[src/rtl/key_cmd_sched.sv]
// Key command scheduler: one-shot key events plus hold-to-repeat, queued in a small FIFO.
// Optional KEY_CMD_DROP_CNT_EN adds a saturating drop_cnt output.
module key_cmd_sched #(
    parameter int unsigned      CNT_W       = 20,
    parameter logic [CNT_W-1:0] DAS_DELAY   = 20'd300000,
    parameter logic [CNT_W-1:0] ARR_PERIOD  = 20'd50000,
    parameter logic [12:0]      REPEAT_MASK = 13'h000F,
    parameter int unsigned      FIFO_DEPTH  = 4
) (
    input  logic       clk,
    input  logic       rst,
    input  logic [3:0] keycode,
    input  logic       keystrobe,
    input  logic       key_held,
    input  logic       cmd_ready,
    input  logic       ovf_clr,
    output logic       cmd_valid,
    output logic [3:0] cmd_code,
    output logic       cmd_repeat,
    output logic       overflow
`ifdef KEY_CMD_DROP_CNT_EN
    ,
    output logic [7:0] drop_cnt
`endif
);

    localparam int unsigned      AW       = $clog2(FIFO_DEPTH);
    localparam logic [CNT_W-1:0] CNT_ONE  = {{(CNT_W-1){1'b0}}, 1'b1};
    localparam logic [CNT_W-1:0] DAS_LAST = DAS_DELAY - CNT_ONE;
    localparam logic [CNT_W-1:0] ARR_LAST = ARR_PERIOD - CNT_ONE;
    localparam logic [AW:0]      PTR_ONE  = {{AW{1'b0}}, 1'b1};
    localparam logic [15:0]      MASK16   = {3'b000, REPEAT_MASK};

    typedef enum logic [1:0] {StIdle, StDelay, StRepeat} state_e;

    state_e           state_q;
    logic [CNT_W-1:0] cnt_q;
    logic [3:0]       lat_q;

    logic       strobe_ok;
    logic       push;
    logic [4:0] push_data;

    // Codes 13..15 (including the multi-key code) are not commands.
    assign strobe_ok = keystrobe && (keycode <= 4'd12);

    // A fresh press always wins over release and over a repeat due this cycle.
    always_comb begin
        push      = 1'b0;
        push_data = 5'd0;
        if (strobe_ok) begin
            push      = 1'b1;
            push_data = {keycode, 1'b0};
        end else begin
            case (state_q)
                StDelay: begin
                    if (key_held && (cnt_q == DAS_LAST)) begin
                        push      = 1'b1;
                        push_data = {lat_q, 1'b1};
                    end
                end
                StRepeat: begin
                    if (key_held && (cnt_q == ARR_LAST)) begin
                        push      = 1'b1;
                        push_data = {lat_q, 1'b1};
                    end
                end
                default: ;
            endcase
        end
    end

    always_ff @(posedge clk) begin
        if (rst) begin
            state_q <= StIdle;
            cnt_q   <= '0;
            lat_q   <= 4'd0;
        end else if (strobe_ok) begin
            cnt_q <= '0;
            if (MASK16[keycode] && key_held) begin
                state_q <= StDelay;
                lat_q   <= keycode;
            end else begin
                state_q <= StIdle;
            end
        end else begin
            case (state_q)
                StDelay: begin
                    if (!key_held) begin
                        state_q <= StIdle;
                        cnt_q   <= '0;
                    end else if (cnt_q == DAS_LAST) begin
                        state_q <= StRepeat;
                        cnt_q   <= '0;
                    end else begin
                        cnt_q <= cnt_q + CNT_ONE;
                    end
                end
                StRepeat: begin
                    if (!key_held) begin
                        state_q <= StIdle;
                        cnt_q   <= '0;
                    end else if (cnt_q == ARR_LAST) begin
                        cnt_q <= '0;
                    end else begin
                        cnt_q <= cnt_q + CNT_ONE;
                    end
                end
                default: begin
                    state_q <= StIdle;
                    cnt_q   <= '0;
                end
            endcase
        end
    end

    logic [4:0]  mem_q [FIFO_DEPTH];
    logic [AW:0] wr_q, rd_q, wr_d, rd_d;
    logic        full, pop, push_ok, drop;
    logic [4:0]  head_d;

    assign full    = (wr_q[AW] != rd_q[AW]) && (wr_q[AW-1:0] == rd_q[AW-1:0]);
    assign pop     = cmd_valid && cmd_ready;
    assign push_ok = push && (!full || pop);
    assign drop    = push && full && !pop;
    assign wr_d    = push_ok ? (wr_q + PTR_ONE) : wr_q;
    assign rd_d    = pop ? (rd_q + PTR_ONE) : rd_q;

    // Next head: the entry being written this cycle is not in mem_q yet.
    always_comb begin
        head_d = 5'd0;
        if (wr_d != rd_d) begin
            if (push_ok && (rd_d[AW-1:0] == wr_q[AW-1:0])) begin
                head_d = push_data;
            end else begin
                head_d = mem_q[rd_d[AW-1:0]];
            end
        end
    end

    always_ff @(posedge clk) begin
        if (!rst && push_ok) begin
            mem_q[wr_q[AW-1:0]] <= push_data;
        end
    end

    always_ff @(posedge clk) begin
        if (rst) begin
            wr_q       <= '0;
            rd_q       <= '0;
            cmd_valid  <= 1'b0;
            cmd_code   <= 4'd0;
            cmd_repeat <= 1'b0;
            overflow   <= 1'b0;
        end else begin
            wr_q       <= wr_d;
            rd_q       <= rd_d;
            cmd_valid  <= (wr_d != rd_d);
            cmd_code   <= head_d[4:1];
            cmd_repeat <= head_d[0];
            if (drop) begin
                overflow <= 1'b1;
            end else if (ovf_clr) begin
                overflow <= 1'b0;
            end
        end
    end

`ifdef KEY_CMD_DROP_CNT_EN
    always_ff @(posedge clk) begin
        if (rst) begin
            drop_cnt <= 8'd0;
        end else if (ovf_clr) begin
            drop_cnt <= drop ? 8'd1 : 8'd0;
        end else if (drop && (drop_cnt != 8'hFF)) begin
            drop_cnt <= drop_cnt + 8'd1;
        end
    end
`endif

endmodule

[config.mk]
export PLATFORM = sky130hd
export DESIGN_NAME = key_cmd_sched
export DESIGN_NICKNAME = d
export VERILOG_FILES = /design/src/rtl/key_cmd_sched.sv
export SDC_FILE = /design/constraint.sdc
export NUM_CORES = 1
export LEC_CHECK = 0
export ABC_CLOCK_PERIOD_IN_PS = 3370
export CAP_MARGIN = 25
export CORE_MARGIN = 3
export CORE_UTILIZATION = 47
export CTS_BUF_LIST = sky130_fd_sc_hd__clkbuf_4 sky130_fd_sc_hd__clkbuf_8
export CTS_CLUSTER_DIAMETER = 40
export CTS_CLUSTER_SIZE = 20
export DETAILED_ROUTE_END_ITERATION = 8
export MAX_ROUTING_LAYER = met4
export PLACE_DENSITY = 0.73
export SETUP_SLACK_MARGIN = 0.05
export SLEW_MARGIN = 20
export SYNTH_ARGS = -nofsm -noshare
export SYNTH_HDL_FRONTEND = slang
export SYNTH_SLANG_ARGS = --single-unit
[constraint.sdc]
create_clock -name clk -period 3.37 [get_ports clk]
set_clock_uncertainty 0.1 [all_clocks]
set_input_delay 0.5055 -clock clk [delete_from_list [all_inputs] [get_ports clk]]
set_output_delay 0.5055 -clock clk [all_outputs]
set_load 0.005 [all_outputs]
==> run_results.csv, run 1 <==
group,metric,value,unit
logic_synthesis,synth_edf_count,20,
worst_setup_path,path_cells,"ha_1 > and3_1 > nand4_1 > a2111o_1 > a21oi_1 > nor2b_1 > and2_1",
clock_network,cts_sinks,59,
pwr,pwr-share-seq,0.468,
clock_network,cts_resized,0,
global_routing,grt_pass1_vias,1950,
worst_setup_path,path_max_fanout,5,
detailed_routing,drc,0,
worst_setup_path,cp-end-kind,"flip-flop",
logic_synthesis,synthArstFlopShare,0,
logic_synthesis,synthFlopType,"dfxtp_1",
sta,fin_setup_tns,0,ns
logic_synthesis,syn_inst,249,
global_routing,antenna_found_initial,0,
worst_setup_path,cp_slowest_stage_delay,0.53,ns
hold_path,hold_depth,1,
detailed_routing,drtIter0Drc,98,
logic_synthesis,avgSynthCellArea,11.2,um^2
worst_setup_path,worstRegToRegCells,7,
sta,tightestPinTransition,0.775,ns
finish,drive_above_1_share,0.122,
logic_synthesis,yosys.area.top_type,"dfxtp_1",
worst_setup_path,slowest_stage,"a2111o_1",
sta,hold_viol,0,
sta,relSlewSlack,0.479,
detailed_routing,avgRoutedWirePerCell,14.4,um
hold_path,hold_end,"cnt_q[0]",
global_routing,grt_max_degree,21,
logic_synthesis,synth_seq_cells,59,
global_routing,grt_pass1_wl,8850,um
clock_network,post-cts-setup-buffer-count,0,
pwr,p_per_area,511,nW/um^2
pwr,switching_share,0.229,
floorplanning,die-area,6870,um^2
detailed_routing,ant_nets,0,
worst_setup_path,reg2reg_slack,0.49,ns
sta,drv_slew,0,
pwr,p_switching,0.379,mW
global_routing,globalRouteOverflowTotal,0,
clock_network,clockBufferDepth,2,
floorplanning,dieHeight,82.9,um
placement,dp.cells,334,
finish,finalNonFillerCells,350,
worst_setup_path,crit_required,3.29,ns
detailed_routing,detail_route.first_pass.iterations,4,
worst_setup_path,path_class,"flip-flop to flip-flop",
worst_setup_path,cp.buffers_inverters,0,
pwr,pwr-share-comb,0.119,
worst_setup_path,worstPathArrival,2.80,ns
clock_network,clk_latency,0.34,ns
sta,rsz0062_at_grt,"no",
pwr,intPower,1.28,mW
hold_path,hold_class,"flip-flop to flip-flop",
run_status,status,"completed",
sta,setup_ws,0.487,ns
logic_synthesis,ys_top_cells_by_count,"dfxtp_1, nor2_1, edfxtp_1",
clock_network,cts_root_buffer,"clkbuf_8",
finish,final_nets,291,
placement,place_congestion,0.797,
placement,pre_cts_slack,0.397,ns
pwr,clkPwrFrac,0.413,
sta,setup-violations-final,0,
floorplanning,initial_core_util,0.495,
finish,finish.utilization,0.579,
sta,fin_crit_sh,0.855,
logic_synthesis,yosysWarnings,0,
floorplanning,pin_count,17,
pwr,ir_worst_vdd,0.278,mV
logic_synthesis,yosysUniqueCellTypes,44,
sta,fin_crit,2.88,ns
worst_setup_path,worst_r2r_startpoint,"cnt_q[0]",
placement,port_buffers,16,
job,maxCapViolCount,0,
placement,hpwl,3770,um
logic_synthesis,synth_nets,267,
worst_setup_path,startpoint_type,"flip-flop",
clock_network,cts_inserted_buffers,9,
clock_network,htreeDepth,3,
clock_network,ctsHoldBuffers,0,
detailed_routing,vias,1878,
clock_network,cts_tree,"yes",
global_routing,grt_use_total,0.166,
detailed_routing,vias_per_cell,5.37,
logic_synthesis,netlist_area,2780,um^2
worst_setup_path,reg2reg_to,"mem_q[3][1]",
finish,antennaDiodeCount,0,
floorplanning,core,5610,um^2
worst_setup_path,cp_top_family,"simple AND/OR/NAND/NOR gates",
floorplanning,rows,27,
floorplanning,die_w,82.9,um
pwr,leakagePower,1.12,nW
finish,synthToLayoutAreaGrowth,16.9,%
logic_synthesis,yosysSeqAreaShare,0.497,
sta,clock.fmax,347,MHz
detailed_routing,route.final.wire_length,5050,um
hold_path,hold_start,"cnt_q[0]",
logic_synthesis,synth_top_area_share,0.281,
logic_synthesis,synth.area.top_cells,"dfxtp_1, edfxtp_1, nor2_1, xor2_1, mux4_2",
clock_network,clk_pin_slew,0.06,ns
[power groups by stage]
stage / clock network [mW] / logic [mW] / registers, mW
after global routing: 0.739 / 0.213 / 0.779
final: 0.685 / 0.197 / 0.776
after global placement: 0 / 0.191 / 0.791
after detailed placement: 0 / 0.197 / 0.792
after floorplan: 0 / 0.130 / 0.790
after CTS: 0.705 / 0.198 / 0.776
[routing by layer]
| layer | wire [um] | vias to the layer above | global-route usage | part of all wire |
|---|---|---|---|---|
| met5 | 0 | - | - | 0 |
| met4 | 178 | 0 | 0.0862 | 0.035 |
| met3 | 211 | 15 | 0.0595 | 0.042 |
| met2 | 2470 | 39 | 0.271 | 0.49 |
| met1 | 2200 | 887 | 0.177 | 0.43 |
| li1 | - | 937 | - | - |
[kinds of logic after synthesis]
kind of cell             count (synthesis)  synth area share
AO/OA/AOI/OAI                           27            0.0806
adder cells (fa/ha/maj)                  8            0.0360
flip-flops                              59             0.497
AND/OR/NAND/NOR                         97             0.192
buffers and inverters                   17            0.0261
multiplexers                            13            0.0694
XOR/XNOR                                28            0.0986
[how the worst max path moves through the flow]
| stage | startpoint | end | slack, ns | cells after the start |
|---|---|---|---|---|
| 2_1_floorplan | cnt_q[0] | mem_q[3][0] | 0.76 | 8 |
| 3_3_place_gp | keycode[0] | cmd_code[1] | 0.40 | 8 |
| 5_1_grt | cnt_q[0] | mem_q[3][1] | 0.22 | 7 |
| 4_1_cts | cnt_q[0] | mem_q[2][3] | 0.46 | 7 |
| 3_5_place_dp | keycode[0] | cmd_code[1] | 0.40 | 8 |
| 6_report | cnt_q[0] | mem_q[3][1] | 0.49 | 7 |
[worst register-to-register path, stage by stage, from the launching register on]
cell and delay [ns]:
dfxtp_1 0.35, ha_1 0.21, and3_1 0.26, nand4_1 0.16, a2111o_1 0.53, a21oi_1 0.38, nor2b_1 0.25, and2_1 0.31
[layout by cell type (no fill, tap or decap), types with 4 or more instances in the layout]
master and count:
nor2_1 39, dfxtp_1 39, edfxtp_1 20, clkdlybuf4s50_1 16
xor2_1 14, xnor2_1 12, nand2_1 11, clkbuf_8 9
inv_1 8, and2_1 8, nand4_1 8, nand3_1 8
mux2i_1 8, ha_1 8, a21oi_1 7, buf_4 6
mux4_2 5, a22o_1 4, a211oi_1 4
[stage by stage]
step	hold slack (ns)	total power, mW	cell area [um^2]
final	0.353	1.66	3250
after floorplan	0.318	0.920	2780
after global placement	0.331	0.981	3030
after global routing	0.400	1.73	3250
after detailed placement	0.343	0.989	3030
after CTS	0.358	1.68	3250
[cell type report]
type	instances	area (um^2)
Clock buffer	9	124
Clock inverter	7	92.6
Fill cell	472	2360
Inverter	8	30.0
Multi-Input combinational cell	173	1320
Sequential cell	59	1380
Tap cell	72	90.1
Timing Repair Buffer	22	205
[state kept, by name (all words and copies together), names as in the netlist]
| signal | flops |
|---|---|
| cmd_code | 4 |
| cmd_valid | 1 |
| overflow | 1 |
| cmd_repeat | 1 |
| mem_q | 20 |
| state_q | 2 |
| lat_q | 4 |
| cnt_q | 20 |
| rd_q | 3 |
| wr_q | 3 |
Power figures use the tool's default switching activity.
==> run 2: changes to the inputs <==
- ABC_CLOCK_PERIOD_IN_PS: 3370 -> unset
- GPL_TIMING_DRIVEN: unset -> 0
==> run_results.csv, run 2 (same netlist as run 1, synthesis figures left out) <==
group,metric,value,unit
clock_network,clk_pin_slew,0.06,ns
clock_network,post-cts-setup-buffer-count,0,
clock_network,cts_root_buffer,"clkbuf_8",
worst_setup_path,slowest_stage,"a2111o_1",
finish,final_nets,295,
placement,place_congestion,0.856,
placement,dp.cells,338,
finish,drive_above_1_share,0.110,
worst_setup_path,path_cells,"ha_1 > and3_1 > clkbuf_1 > nand4_1 > a2111o_1 > a21oi_1 > nor2b_1 > and2_1",
floorplanning,rows,27,
clock_network,ctsHoldBuffers,0,
floorplanning,pin_count,17,
clock_network,clk_latency,0.34,ns
clock_network,cts_inserted_buffers,9,
sta,relSlewSlack,0.450,
sta,setup-violations-final,0,
worst_setup_path,cp-end-kind,"flip-flop",
sta,fin_crit_sh,0.888,
detailed_routing,drtIter0Drc,71,
sta,rsz0062_at_grt,"no",
detailed_routing,vias_per_cell,5.30,
sta,setup_ws,0.378,ns
placement,port_buffers,16,
job,maxCapViolCount,0,
clock_network,cts_resized,0,
sta,hold_viol,0,
pwr,leakagePower,1.12,nW
sta,whs,0.342,ns
hold_path,hold_class,"flip-flop to flip-flop",
worst_setup_path,worstPathArrival,2.92,ns
floorplanning,die_w,82.9,um
placement,dpl-instance-area,3030,um^2
detailed_routing,route.final.wire_length,4770,um
detailed_routing,avgRoutedWirePerCell,13.5,um
placement,pre_cts_slack,0.330,ns
clock_network,cts_sinks,59,
global_routing,antenna_found_initial,0,
pwr,pwr-share-seq,0.460,
worst_setup_path,cp.buffers_inverters,1,
floorplanning,core,5610,um^2
clock_network,clockBufferDepth,2,
finish,finalNonFillerCells,354,
detailed_routing,vias,1877,
placement,hpwl,3550,um
pwr,p_switching,0.385,mW
global_routing,globalRouteOverflowTotal,0,
sta,clock.fmax,334,MHz
worst_setup_path,path_max_fanout,5,
floorplanning,die-area,6870,um^2
floorplanning,dieHeight,82.9,um
finish,synthToLayoutAreaGrowth,17.4,%
worst_setup_path,startpoint_type,"flip-flop",
pwr,ir_worst_vdd,0.339,mV
worst_setup_path,path_class,"flip-flop to flip-flop",
global_routing,grt_use_total,0.155,
pwr,intPower,1.30,mW
global_routing,grt_pass1_wl,8270,um
finish,antennaDiodeCount,0,
detailed_routing,drc,0,
clock_network,htreeDepth,3,
floorplanning,initial_core_util,0.495,
finish,finish.utilization,0.582,
global_routing,grt_pass1_vias,1818,
global_routing,grt_max_degree,12,
worst_setup_path,crit_required,3.30,ns
pwr,p_per_area,517,nW/um^2
clock_network,cts_tree,"yes",
pwr,pwr-share-comb,0.115,
finish,mostFrequentLayoutCells,"nor2_1, dfxtp_1, edfxtp_1",
worst_setup_path,cp_slowest_stage_delay,0.53,ns
sta,tightestPinTransition,0.818,ns
sta,fin_crit,2.99,ns
worst_setup_path,cp_top_family,"compound AO/OA/AOI/OAI gates",
sta,drv_slew,0,
finish,design_area,3260,um^2
pwr,switching_share,0.228,
pwr,clkPwrFrac,0.425,
run_status,status,"completed",
detailed_routing,ant_nets,0,
detailed_routing,detail_route.first_pass.iterations,4,
[run 2: worst paths after layout]
| path | start | to | slack, ns | cells after the start |
|---|---|---|---|---|
| hold / removal | cnt_q[0] | cnt_q[0] | 0.34 | 1 |
| setup / recovery | cnt_q[0] | mem_q[3][0] | 0.38 | 8 |
| setup reg to reg | cnt_q[0] | mem_q[3][0] | 0.38 | 8 |
| hold reg to reg | cnt_q[0] | cnt_q[0] | 0.34 | 1 |
[run 2: power groups by stage]
stage / logic [mW] / clock network (mW) / registers [mW]
after floorplan: 0.130 / 0 / 0.790
after global placement: 0.193 / 0 / 0.790
after detailed placement: 0.197 / 0 / 0.792
after CTS: 0.197 / 0.729 / 0.776
after global routing: 0.213 / 0.766 / 0.779
final: 0.194 / 0.716 / 0.775
[run 2: layer usage]
layer / wire length (um) / part of all wire / up-vias / track usage
met4: 76 / 0.016 / 0 / 0.0520
met5: 0 / 0 / - / -
met1: 2120 / 0.44 / 885 / 0.174
met2: 2360 / 0.49 / 31 / 0.248
li1: - / - / 951 / -
met3: 216 / 0.045 / 10 / 0.0665
[run 2: worst register-to-register path, delay by kind of cell, from the launching register on]
kind,cells,cell delay (ns)
AOI/OAI and AO/OA,2,0.92
and+or+nand+nor,4,0.91
adders and majority gates,1,0.21
DFF,1,0.35
buffers and inverters,1,0.20
[run 2: layout make-up]
cell class,instances,area (um^2)
Buffer,9,42.5
Clock buffer,10,138
Clock inverter,6,88.8
Fill cell,472,2350
Inverter,8,30.0
Multi-Input combinational cell,173,1330
Sequential cell,59,1380
Tap cell,72,90.1
Timing Repair Buffer,17,165
[run 2: stage by stage]
step | TNS [ns] | power [mW]
after floorplan | 0 | 0.920
after global placement | -0.659 | 0.983
after detailed placement | 0 | 0.988
after CTS | 0 | 1.70
after global routing | 0 | 1.76
final | 0 | 1.69
==> run 3: changes to the inputs <==
- CTS_CLUSTER_DIAMETER: 40 -> 200
==> results of run 3 <==
No change in the layout: final DEF, timing and power equal those of run 2.
